--- src/rtl/lcd_spi_pkg.sv ---
// rtl/lcd_spi_pkg.sv - shared state type, command-field positions and panel opcodes for the LCD SPI transmitter
package lcd_spi_pkg;

  typedef enum logic [2:0] {
    ST_IDLE,
    ST_SETUP,
    ST_SHIFT,
    ST_HOLD,
    ST_GAP
  } spi_state_t;

  localparam int CMD_DC_BIT   = 0;
  localparam int CMD_HOLD_BIT = 1;

  // Opcodes also issued by lcd_draw
  localparam logic [7:0] LCD_CASET = 8'h2A;
  localparam logic [7:0] LCD_RASET = 8'h2B;
  localparam logic [7:0] LCD_RAMWR = 8'h2C;

  function automatic int cnt_width(input int max_count);
    return (max_count < 1) ? 1 : $clog2(max_count + 1);
  endfunction

endpackage

--- src/rtl/lcd_spi_tx_if.sv ---
// rtl/lcd_spi_tx_if.sv - byte request handshake from lcd_draw plus the panel-side SPI pins
interface lcd_spi_tx_if;

  logic       spi_start;
  logic [7:0] spi_data;
  logic [1:0] spi_cmd;
  logic       spi_ready;
  logic       spi_busy;
  logic       spi_byte_done;
  logic       spi_sclk;
  logic       spi_mosi;
  logic       spi_cs;
  logic       spi_dc;

  modport master (
    output spi_start, spi_data, spi_cmd,
    input  spi_ready, spi_busy, spi_byte_done,
    input  spi_sclk, spi_mosi, spi_cs, spi_dc
  );

  modport slave (
    input  spi_start, spi_data, spi_cmd,
    output spi_ready, spi_busy, spi_byte_done,
    output spi_sclk, spi_mosi, spi_cs, spi_dc
  );

endinterface

--- src/rtl/lcd_spi_tx_half_tick.sv ---
// rtl/lcd_spi_tx_half_tick.sv - restartable divider giving one tick per SCLK half-period
module spi_half_tick
  import lcd_spi_pkg::*;
#(
  parameter int DIV = 4
) (
  input  logic clk,
  input  logic reset,
  input  logic i_restart,
  output logic o_tick
);

  localparam int CW = cnt_width(DIV);
  localparam logic [CW-1:0] LAST = CW'(DIV - 1);

  logic [CW-1:0] r_cnt;

  // Restart realigns the count so the cycle after a load is the first of a fresh half-period
  assign o_tick = (r_cnt == LAST);

  always_ff @(posedge clk or posedge reset) begin
    if (reset) begin
      r_cnt <= '0;
    end else if (i_restart || o_tick) begin
      r_cnt <= '0;
    end else begin
      r_cnt <= r_cnt + 1'b1;
    end
  end

endmodule

--- src/rtl/lcd_spi_tx.sv ---
// rtl/lcd_spi_tx.sv - mode-0 SPI byte transmitter for the LCD panel with one-byte holding buffer and CS-held bursts
module lcd_spi_tx
  import lcd_spi_pkg::*;
#(
  parameter int CLK_DIV = 4,
  parameter int CS_GAP  = 2
) (
  input logic         clk,
  input logic         reset,
  lcd_spi_tx_if.slave bus
);

  localparam int GW = cnt_width(CS_GAP);
  localparam logic [GW-1:0] GAP_LAST = GW'(CS_GAP - 1);

  spi_state_t r_state, w_state_nx;

  logic          r_buf_full;
  logic          r_ready;
  logic [7:0]    r_buf_data;
  logic [1:0]    r_buf_cmd;

  logic [7:0]    r_shift, w_shift_nx;
  logic          r_mosi, w_mosi_nx;
  logic          r_sclk, w_sclk_nx;
  logic          r_cs, w_cs_nx;
  logic          r_dc, w_dc_nx;
  logic          r_hold, w_hold_nx;
  logic [2:0]    r_bit, w_bit_nx;
  logic          r_hi, w_hi_nx;
  logic          r_tail, w_tail_nx;
  logic [GW-1:0] r_gap, w_gap_nx;
  logic          r_done, w_done_nx;

  logic w_tick;
  logic w_load;
  logic w_accept;

  spi_half_tick #(.DIV(CLK_DIV)) u_half_tick (
    .clk       (clk),
    .reset     (reset),
    .i_restart (w_load),
    .o_tick    (w_tick)
  );

  assign w_accept = bus.spi_start && r_ready;

  always_ff @(posedge clk or posedge reset) begin
    if (reset) begin
      r_buf_full <= 1'b0;
      r_ready    <= 1'b1;
      r_buf_data <= '0;
      r_buf_cmd  <= '0;
    end else if (w_load) begin
      r_buf_full <= 1'b0;
      r_ready    <= 1'b1;
    end else if (w_accept) begin
      r_buf_full <= 1'b1;
      r_ready    <= 1'b0;
      r_buf_data <= bus.spi_data;
      r_buf_cmd  <= bus.spi_cmd;
    end
  end

  always_comb begin
    w_state_nx = r_state;
    w_shift_nx = r_shift;
    w_mosi_nx  = r_mosi;
    w_sclk_nx  = r_sclk;
    w_cs_nx    = r_cs;
    w_dc_nx    = r_dc;
    w_hold_nx  = r_hold;
    w_bit_nx   = r_bit;
    w_hi_nx    = r_hi;
    w_tail_nx  = r_tail;
    w_gap_nx   = r_gap;
    w_done_nx  = 1'b0;
    w_load     = 1'b0;

    case (r_state)
      ST_IDLE: begin
        if (r_buf_full) begin
          w_load     = 1'b1;
          w_state_nx = ST_SETUP;
        end
      end
      ST_SETUP: begin
        if (w_tick) begin
          w_state_nx = ST_SHIFT;
          w_sclk_nx  = 1'b1;
          w_hi_nx    = 1'b1;
          w_bit_nx   = 3'd0;
          w_tail_nx  = 1'b0;
        end
      end
      ST_SHIFT: begin
        if (w_tick) begin
          if (r_hi) begin
            w_sclk_nx = 1'b0;
            w_hi_nx   = 1'b0;
            if (r_bit != 3'd7) begin
              w_shift_nx = {r_shift[6:0], 1'b0};
              w_mosi_nx  = r_shift[6];
            end else begin
              // Byte boundary: the trailing low half doubles as setup time for a chained byte
              w_done_nx = 1'b1;
              if (!r_hold) begin
                w_tail_nx = 1'b1;
              end else if (r_buf_full) begin
                w_load = 1'b1;
              end else begin
                w_state_nx = ST_HOLD;
              end
            end
          end else if (r_tail) begin
            w_state_nx = ST_GAP;
            w_cs_nx    = 1'b1;
            w_gap_nx   = '0;
          end else begin
            w_sclk_nx = 1'b1;
            w_hi_nx   = 1'b1;
            w_bit_nx  = r_bit + 3'd1;
          end
        end
      end
      ST_HOLD: begin
        if (r_buf_full) begin
          w_load     = 1'b1;
          w_state_nx = ST_SETUP;
        end
      end
      ST_GAP: begin
        if (r_gap == GAP_LAST) begin
          if (r_buf_full) begin
            w_load     = 1'b1;
            w_state_nx = ST_SETUP;
          end else begin
            w_state_nx = ST_IDLE;
          end
        end else begin
          w_gap_nx = r_gap + 1'b1;
        end
      end
      default: begin
        w_state_nx = ST_IDLE;
        w_cs_nx    = 1'b1;
        w_sclk_nx  = 1'b0;
      end
    endcase

    if (w_load) begin
      w_shift_nx = r_buf_data;
      w_mosi_nx  = r_buf_data[7];
      w_dc_nx    = r_buf_cmd[CMD_DC_BIT];
      w_hold_nx  = r_buf_cmd[CMD_HOLD_BIT];
      w_cs_nx    = 1'b0;
    end
  end

  always_ff @(posedge clk or posedge reset) begin
    if (reset) begin
      r_state <= ST_IDLE;
      r_shift <= '0;
      r_mosi  <= 1'b0;
      r_sclk  <= 1'b0;
      r_cs    <= 1'b1;
      r_dc    <= 1'b0;
      r_hold  <= 1'b0;
      r_bit   <= '0;
      r_hi    <= 1'b0;
      r_tail  <= 1'b0;
      r_gap   <= '0;
      r_done  <= 1'b0;
    end else begin
      r_state <= w_state_nx;
      r_shift <= w_shift_nx;
      r_mosi  <= w_mosi_nx;
      r_sclk  <= w_sclk_nx;
      r_cs    <= w_cs_nx;
      r_dc    <= w_dc_nx;
      r_hold  <= w_hold_nx;
      r_bit   <= w_bit_nx;
      r_hi    <= w_hi_nx;
      r_tail  <= w_tail_nx;
      r_gap   <= w_gap_nx;
      r_done  <= w_done_nx;
    end
  end

  assign bus.spi_ready     = r_ready;
  assign bus.spi_busy      = (r_state != ST_IDLE);
  assign bus.spi_byte_done = r_done;
  assign bus.spi_sclk      = r_sclk;
  assign bus.spi_mosi      = r_mosi;
  assign bus.spi_cs        = r_cs;
  assign bus.spi_dc        = r_dc;

endmodule

--- src/flat_wrapper.sv ---
// flat-port wrapper written by rule: the top's interface ports become plain ports
module lcd_spi_tx_flat import lcd_spi_pkg::*;
#(
  parameter int CLK_DIV = 4,
  parameter int CS_GAP  = 2
)
  (clk, reset, bus_spi_start, bus_spi_data, bus_spi_cmd, bus_spi_ready, bus_spi_busy, bus_spi_byte_done, bus_spi_sclk, bus_spi_mosi, bus_spi_cs, bus_spi_dc);
  lcd_spi_tx_if bus_i ();
  input logic clk;
  input logic reset;
  input wire logic [$bits(bus_i.spi_start)-1:0] bus_spi_start;
  input wire logic [$bits(bus_i.spi_data)-1:0] bus_spi_data;
  input wire logic [$bits(bus_i.spi_cmd)-1:0] bus_spi_cmd;
  output wire logic [$bits(bus_i.spi_ready)-1:0] bus_spi_ready;
  output wire logic [$bits(bus_i.spi_busy)-1:0] bus_spi_busy;
  output wire logic [$bits(bus_i.spi_byte_done)-1:0] bus_spi_byte_done;
  output wire logic [$bits(bus_i.spi_sclk)-1:0] bus_spi_sclk;
  output wire logic [$bits(bus_i.spi_mosi)-1:0] bus_spi_mosi;
  output wire logic [$bits(bus_i.spi_cs)-1:0] bus_spi_cs;
  output wire logic [$bits(bus_i.spi_dc)-1:0] bus_spi_dc;
  assign bus_i.spi_start = bus_spi_start;
  assign bus_i.spi_data = bus_spi_data;
  assign bus_i.spi_cmd = bus_spi_cmd;
  assign bus_spi_ready = bus_i.spi_ready;
  assign bus_spi_busy = bus_i.spi_busy;
  assign bus_spi_byte_done = bus_i.spi_byte_done;
  assign bus_spi_sclk = bus_i.spi_sclk;
  assign bus_spi_mosi = bus_i.spi_mosi;
  assign bus_spi_cs = bus_i.spi_cs;
  assign bus_spi_dc = bus_i.spi_dc;
  lcd_spi_tx #(.CLK_DIV(CLK_DIV), .CS_GAP(CS_GAP)) u_core (.clk(clk), .reset(reset), .bus(bus_i));
endmodule
--- config.mk ---
export PLATFORM = sky130hd
export DESIGN_NAME = lcd_spi_tx_flat
export DESIGN_NICKNAME = d
export VERILOG_FILES = /design/src/rtl/lcd_spi_pkg.sv /design/src/rtl/lcd_spi_tx_if.sv /design/src/rtl/lcd_spi_tx_half_tick.sv /design/src/rtl/lcd_spi_tx.sv /design/src/flat_wrapper.sv
export SDC_FILE = /design/constraint.sdc
export NUM_CORES = 1
export LEC_CHECK = 0
export CAP_MARGIN = 20
export CORE_MARGIN = 2
export CORE_UTILIZATION = 30
export DETAILED_ROUTE_END_ITERATION = 6
export PLACE_DENSITY = 0.59
export RECOVER_POWER = 100
export SLEW_MARGIN = 0
export SYNTH_ARGS = -nofsm -noshare
export SYNTH_HDL_FRONTEND = slang
export SYNTH_HIERARCHICAL = 1
export SYNTH_SLANG_ARGS = --single-unit
--- constraint.sdc ---
create_clock -name clk -period 2.7 [get_ports clk]
set_input_delay 0.405 -clock clk [delete_from_list [all_inputs] [get_ports clk]]
set_output_delay 0.405 -clock clk [all_outputs]
set_load 0.02 [all_outputs]
**Word level (Yosys, flattened, before mapping)**

Cells that the tools add are included.

- Reduce and logical (&&, ||, !) cells: 23
- Muxes and demuxes: 67
- Equality and inequality tests: 27
- Add/subtract/negate cells: 3
- Bitwise operators: 2

Operator list:

| cell | count |
|---|---|
| $mux 3 | 14 |
| $mux 1 | 36 |
| $mux 7 | 5 |
| $ne 3x3->1 const B | 5 |
| $ne 2x2->1 const B | 7 |
| $reduce_bool 2->1 | 7 |
| $pmux 3 s4 | 1 |
| $reduce_and 4->1 | 3 |
| $ne 2x1->1 const B | 5 |
| $reduce_and 5->1 | 2 |
| $eq 3x2->1 const B | 3 |
| $ne 3x2->1 const B | 3 |
| $mux 2 | 4 |
| $reduce_and 8->1 | 1 |
| $add 3x1->3 const B | 2 |
| $pmux 1 s2 | 3 |
| $pmux 1 s3 | 2 |
| $pmux 3 s2 | 1 |
| $reduce_and 6->1 | 1 |
| $pmux 2 s2 | 1 |
| $reduce_or 4->1 | 1 |
| $eq 3x1->1 const B | 1 |
| $eq 3x3->1 const B | 1 |
| $logic_not 3->1 | 1 |
| 11 further kinds | 12 |

- Register bits after elaboration: 38
- Bits of input ports: 13
- Output and inout port bits: 7

**Longest topological paths before layout**

- Depth in word-level cells: 8
- Depth in mapped cells: 7

**By module**

Netlist, hierarchy kept.

By module, submodules not included:

| module | area each (um^2) | seq. area each (um^2) | cells each | times used |
|---|---|---|---|---|
| lcd_spi_tx | 1,730.4 | 878.3 | 148 | 1 |
| spi_half_tick | 130.1 | 75.1 | 10 | 1 |

**Worst setup path after synthesis**

OpenSTA, ideal clock, no wires.

- Path type: register -> register
- Start point: register u_core.u_half_tick.r_cnt[0]
- End point: register u_core.r_mosi (netlist: u_core/bus.spi_mosi)
- Data arrival time: 2,038 ps
- Data required time: 2,575 ps
- Setup time: 125 ps
- Cell stages (with the launch flop): 8
- Setup slack: 537 ps
- Path buffers: 1
- Path through: dfrtp_1 > ha_1 > ha_1 > nand2b_2 > or4_4 > buf_6 > mux2_4 > mux2_4

- Cells in the longest elaborated chain, start to end: 5
- Elaborated cells on any way between the ends: 9

Ends and longest elaborated chain:

| element | RTL line | text |
|---|---|---|
| from (decl) | lcd_spi_tx_half_tick.sv:16 | `logic [CW-1:0] r_cnt;` |
| from (signal assigned) | lcd_spi_tx_half_tick.sv:27 | `r_cnt <= r_cnt + 1'b1;` |
| $eq 3x2->1 * | lcd_spi_tx_half_tick.sv:19 | `assign o_tick = (r_cnt == LAST);` |
| net u_core.w_tick | lcd_spi_tx.sv:35 | `logic w_tick;` |
| $mux 1 | lcd_spi_tx.sv:97 | `if (w_tick) begin` |
| $pmux 1 s3 | lcd_spi_tx.sv:80 | `case (r_state)` |
| $reduce_bool 2->1 (no source line) | -- |  |
| $reduce_and 4->1 (no source line) | -- |  |
| to (signal assigned) | lcd_spi_tx.sv:177 | `r_mosi <= w_mosi_nx;` |
| to (decl) | lcd_spi_tx.sv:24 | `logic r_mosi, w_mosi_nx;` |

The timed path passes the listed nets; every way through them passes the cells marked *.
A chain may end at the register's enable or synchronous reset.

**Final worst setup path**

- Start point: register u_core.u_half_tick.r_cnt[0]
- End point: register u_core.r_buf_data[6]

- Cells in the longest elaborated chain, start to end: 5

Ends and longest elaborated chain:

| element | RTL line | text |
|---|---|---|
| $eq 3x2->1 | lcd_spi_tx_half_tick.sv:19 |  |
| net u_core.w_tick | lcd_spi_tx.sv:35 |  |
| $mux 1 | lcd_spi_tx.sv:97 |  |
| $pmux 1 s3 | lcd_spi_tx.sv:80 |  |
| $not 1->1 (no source line) | -- |  |
| $reduce_and 2->1 (no source line) | -- |  |
| to (signal assigned) | lcd_spi_tx.sv:60 | `r_buf_data <= bus.spi_data;` |
| to (decl) | lcd_spi_tx.sv:20 | `logic [7:0] r_buf_data;` |

The timed path passes the listed nets, and every way through them passes these cells.

==> impl_metrics.prom <==
# TYPE chip_impl_metric gauge
chip_impl_metric{name="floorplan.initialDensity",unit="%"} 31.2
chip_impl_metric{name="vias_in_the_first_global_route",unit=""} 1245
chip_impl_metric{name="power_switching",unit="mW"} 0.610
chip_impl_info{name="path_class",value="reg2reg"} 1
chip_impl_info{name="clock_tree_from_tritoncts",value="yes"} 1
chip_impl_metric{name="num_antenna_cells",unit=""} 0
chip_impl_metric{name="htreeDepth",unit=""} 2
chip_impl_info{name="synth_flop_cell",value="dfrtp_1"} 1
chip_impl_metric{name="finish.net_count",unit=""} 198
chip_impl_info{name="critPathLaunchType",value="register"} 1
chip_impl_metric{name="cts_made_buffers",unit=""} 5
chip_impl_metric{name="synth_cell_types",unit=""} 40
chip_impl_metric{name="detail_route.wl_per_cell",unit="um"} 12.9
chip_impl_metric{name="num_rows",unit=""} 28
chip_impl_metric{name="tritoncts_num_sinks",unit=""} 38
chip_impl_metric{name="pwr-share-comb",unit="%"} 34.1
chip_impl_metric{name="p_int",unit="mW"} 1.35
chip_impl_metric{name="cts_resized",unit=""} 0
chip_impl_metric{name="avgSynthCellArea",unit="um^2"} 11.8
chip_impl_metric{name="num_io_pins",unit=""} 20
chip_impl_metric{name="syn_inst",unit=""} 158
chip_impl_metric{name="layout.filler_cells",unit=""} 617
chip_impl_info{name="yosys.area.top_type",value="dfrtp_1"} 1
chip_impl_info{name="root_buffer",value="clkbuf_8"} 1
chip_impl_metric{name="post_route_fraction_of_the_period_consumed_by_the_critical_path",unit="%"} 87.3
chip_impl_metric{name="drt_iter0_drc",unit=""} 60
chip_impl_metric{name="synth-async-reset-ratio",unit="%"} 100
chip_impl_metric{name="dp.cells",unit=""} 248
chip_impl_info{name="rsz_0062_raised_after_global_routing",value="false"} 1
chip_impl_metric{name="ir_worst_vdd",unit="uV"} 368
chip_impl_metric{name="insertion_delay",unit="ns"} 0.28
chip_impl_metric{name="drt_wl_total",unit="mm"} 3.30
chip_impl_metric{name="layout.cell_area.non_filler",unit="um^2"} 2170
chip_impl_metric{name="viasPerCell",unit=""} 4.75
chip_impl_metric{name="grtUsageTotal",unit="%"} 11.4
chip_impl_metric{name="synth_sequential_area_ratio",unit="%"} 51.2
chip_impl_metric{name="place.detailed.hpwl",unit="mm"} 2.33
chip_impl_metric{name="p_leak",unit="nW"} 0.966
chip_impl_metric{name="clockPowerShare",unit="%"} 18.4
chip_impl_metric{name="final_hold_viol_count",unit=""} 0
chip_impl_metric{name="fin_cells",unit=""} 256
chip_impl_metric{name="power.share.switching",unit="%"} 31.1
chip_impl_metric{name="syn-cell-area",unit="um^2"} 1860
chip_impl_metric{name="register_bit_total_from_synthesis",unit=""} 38
chip_impl_metric{name="gpl.final_weighted_congestion",unit=""} 0.733
chip_impl_metric{name="design.core.area",unit="um^2"} 5960
chip_impl_metric{name="max_slew_margin",unit="%"} 43.9
chip_impl_metric{name="total_power",unit="mW"} 1.96
chip_impl_info{name="end_kind",value="register"} 1
chip_impl_metric{name="vias",unit=""} 1216
chip_impl_metric{name="clk_pin_slew_worst_paths",unit="ns"} 0.07
chip_impl_metric{name="die-height",unit="um"} 82.8
chip_impl_metric{name="grt_max_degree",unit=""} 36
chip_impl_metric{name="timing.critical_path.fanout_max",unit=""} 11
chip_impl_metric{name="synth_enable_flop_cells",unit=""} 0
chip_impl_info{name="netlist_top_cells_area",value="dfrtp_1, mux2_4, mux2_2"} 1
chip_impl_metric{name="finalCriticalPeriod",unit="ns"} 2.36
chip_impl_info{name="hold_path_class",value="in2async"} 1
chip_impl_metric{name="grtUsageMet2",unit="%"} 16.8
chip_impl_metric{name="max_clock_freq",unit="GHz"} 0.424
chip_impl_info{name="run_status",value="complete, no violations"} 1
chip_impl_metric{name="antenna_found_initial",unit=""} 0
chip_impl_metric{name="met3_usage",unit="%"} 3.80
chip_impl_metric{name="areaGrowthSynthToFinish",unit="%"} 16.9
chip_impl_metric{name="p_seq_share",unit="%"} 47.5
chip_impl_metric{name="worst-endpoint-arrival",unit="ns"} 2.52
chip_impl_metric{name="drt.antenna.violating_nets",unit=""} 0
chip_impl_metric{name="first_pass_grt_wire_length",unit="mm"} 5.75
chip_impl_metric{name="hold_ws",unit="ns"} 0.435
chip_impl_info{name="grt-busiest-layer",value="met2"} 1
chip_impl_metric{name="required_time_at_the_endpoint_of_the_critical_path",unit="ns"} 2.86
chip_impl_metric{name="numPortBuffers",unit=""} 19
chip_impl_info{name="synthMostInstantiatedCell",value="dfrtp_1"} 1
chip_impl_metric{name="fin_setup_tns",unit="ns"} 0
chip_impl_metric{name="worstMarginPinSlew",unit="ns"} 0.841
chip_impl_metric{name="place_area",unit="um^2"} 2130
chip_impl_metric{name="cts-root-to-sink-buffers",unit=""} 2
chip_impl_metric{name="grt_overflow_total",unit=""} 0
chip_impl_metric{name="groute.layer.met1.usage",unit="%"} 15.2
chip_impl_metric{name="count_of_max_cap_constraint_violations",unit=""} 0
chip_impl_metric{name="slew_violations",unit=""} 0
chip_impl_metric{name="cts_setup_buffers",unit=""} 0
chip_impl_metric{name="mappedNetlistNets",unit=""} 176
chip_impl_metric{name="power-per-cell-area",unit="nW/um^2"} 903
chip_impl_metric{name="fp.dieW",unit="um"} 82.8
chip_impl_metric{name="setup_viol",unit=""} 0
chip_impl_metric{name="post-route-drc-count",unit=""} 0
chip_impl_info{name="synth.top_cells.by_count",value="dfrtp_1, mux2_4, nand2_1, o21ai_0, mux2_2"} 1
chip_impl_metric{name="ctsHoldBuffers",unit=""} 0
chip_impl_metric{name="final_layout_size_suffix_gt1_share",unit="%"} 17.7
chip_impl_metric{name="synthDominantCellAreaShare",unit="%"} 48.4
chip_impl_metric{name="number_of_detailed_route_iterations_in_the_first_pass",unit=""} 4
chip_impl_metric{name="skew",unit="ns"} 0.00570
chip_impl_metric{name="synth-warning-count",unit=""} 6
chip_impl_metric{name="die_area",unit="um^2"} 6850
layout by cell type, fill, tap and decap left out, types with 2 or more instances in the layout:
master,n
dlygate4sd3_1,8
ha_1,5
o22ai_1,2
nor3b_1,2
clkbuf_1,3
a31oi_1,2
clkdlybuf4s50_1,11
nor3_1,4
mux2_4,8
clkbuf_8,5
mux2_2,12
nand2_1,13
o21ai_0,13
nor2_1,6
nor2b_1,4
dfstp_2,2
o211ai_1,2
mux2_1,6
inv_1,9
a21oi_1,6
clkbuf_2,2
dfrtp_1,36
kinds of logic after synthesis:
| kind of cell | synth area share, % |
|---|---|
| AND/OR/NAND/NOR | 11.1 |
| flip-flops | 51.2 |
| AO/OA/AOI/OAI | 11.4 |
| buffers and inverters | 3.77 |
| adder cells (fa/ha/maj) | 3.36 |
| multiplexers | 19.1 |
flip-flops by register name (all words and copies together) (netlist names), 2 cells and up:
name and count:
u_core/r_buf_data 8, u_core/r_shift 7, u_core/r_bit 3, u_core/r_state 3, u_core/u_half_tick/r_cnt 3, u_core/r_buf_cmd 2
u_core/r_gap 2
area by class of cell:
type	count	area, um^2	area share, %
timing repair buffer	22	208	9.55
tap	75	93.8	4.32
sequential	38	953	43.8
multi-input combinational	104	806	37.1
inverter	9	33.8	1.55
clock buffer	8	80.1	3.68
power groups by stage:
stage	logic (mW)	registers (mW)	clock network, mW
finish	0.670	0.932	0.361
global route	0.752	0.966	0.403
CTS	0.738	0.940	0.378
detailed placement	0.737	0.948	0
global placement	0.721	0.945	0
floorplan	0.560	0.916	0
worst max-delay path, cell delays in order, from the launching register on:
cell and delay [ns]:
dfrtp_1 0.38, ha_1 0.20, ha_1 0.33, and4b_1 0.28, a41o_1 0.24, a21oi_1 0.12, clkbuf_2 0.31, mux2_2 0.38
metal layers:
layer  up-vias  share of wire, %
li1        603                 -
met1       594                51
met5         -                 0
met3         2               3.3
met2        17                45
met4         0              0.94
path summary, 6_finish.rpt:
path | from | endpoint | slack (ns) | cells past startpoint
min in group clk | u_core/u_half_tick/r_cnt[0]$_DFF_PP0_ | u_core/u_half_tick/r_cnt[0]$_DFF_PP0_ | 0.44 | 1
max in group asynchronous | reset | u_core/bus.spi_mosi$_DFFE_PP0P_ | 1.34 | 3
min | reset | u_core/u_half_tick/r_cnt[0]$_DFF_PP0_ | 0.44 | 2
max reg2reg | u_core/u_half_tick/r_cnt[0]$_DFF_PP0_ | u_core/r_buf_data[6]$_DFFE_PP0P_ | 0.34 | 7
max | u_core/u_half_tick/r_cnt[0]$_DFF_PP0_ | u_core/r_buf_data[6]$_DFFE_PP0P_ | 0.34 | 7
min reg2reg | u_core/u_half_tick/r_cnt[0]$_DFF_PP0_ | u_core/u_half_tick/r_cnt[0]$_DFF_PP0_ | 0.44 | 1
stage by stage:
stage	util (%)	worst slack (ns)
3_5_place_dp	35.8	0.400
6_report	36.5	0.343
2_1_floorplan	-	0.537
3_3_place_gp	35.8	0.462
5_1_grt	36.5	0.168
4_1_cts	37.1	0.391
Note: power is estimated with default switching activity, not from simulation.
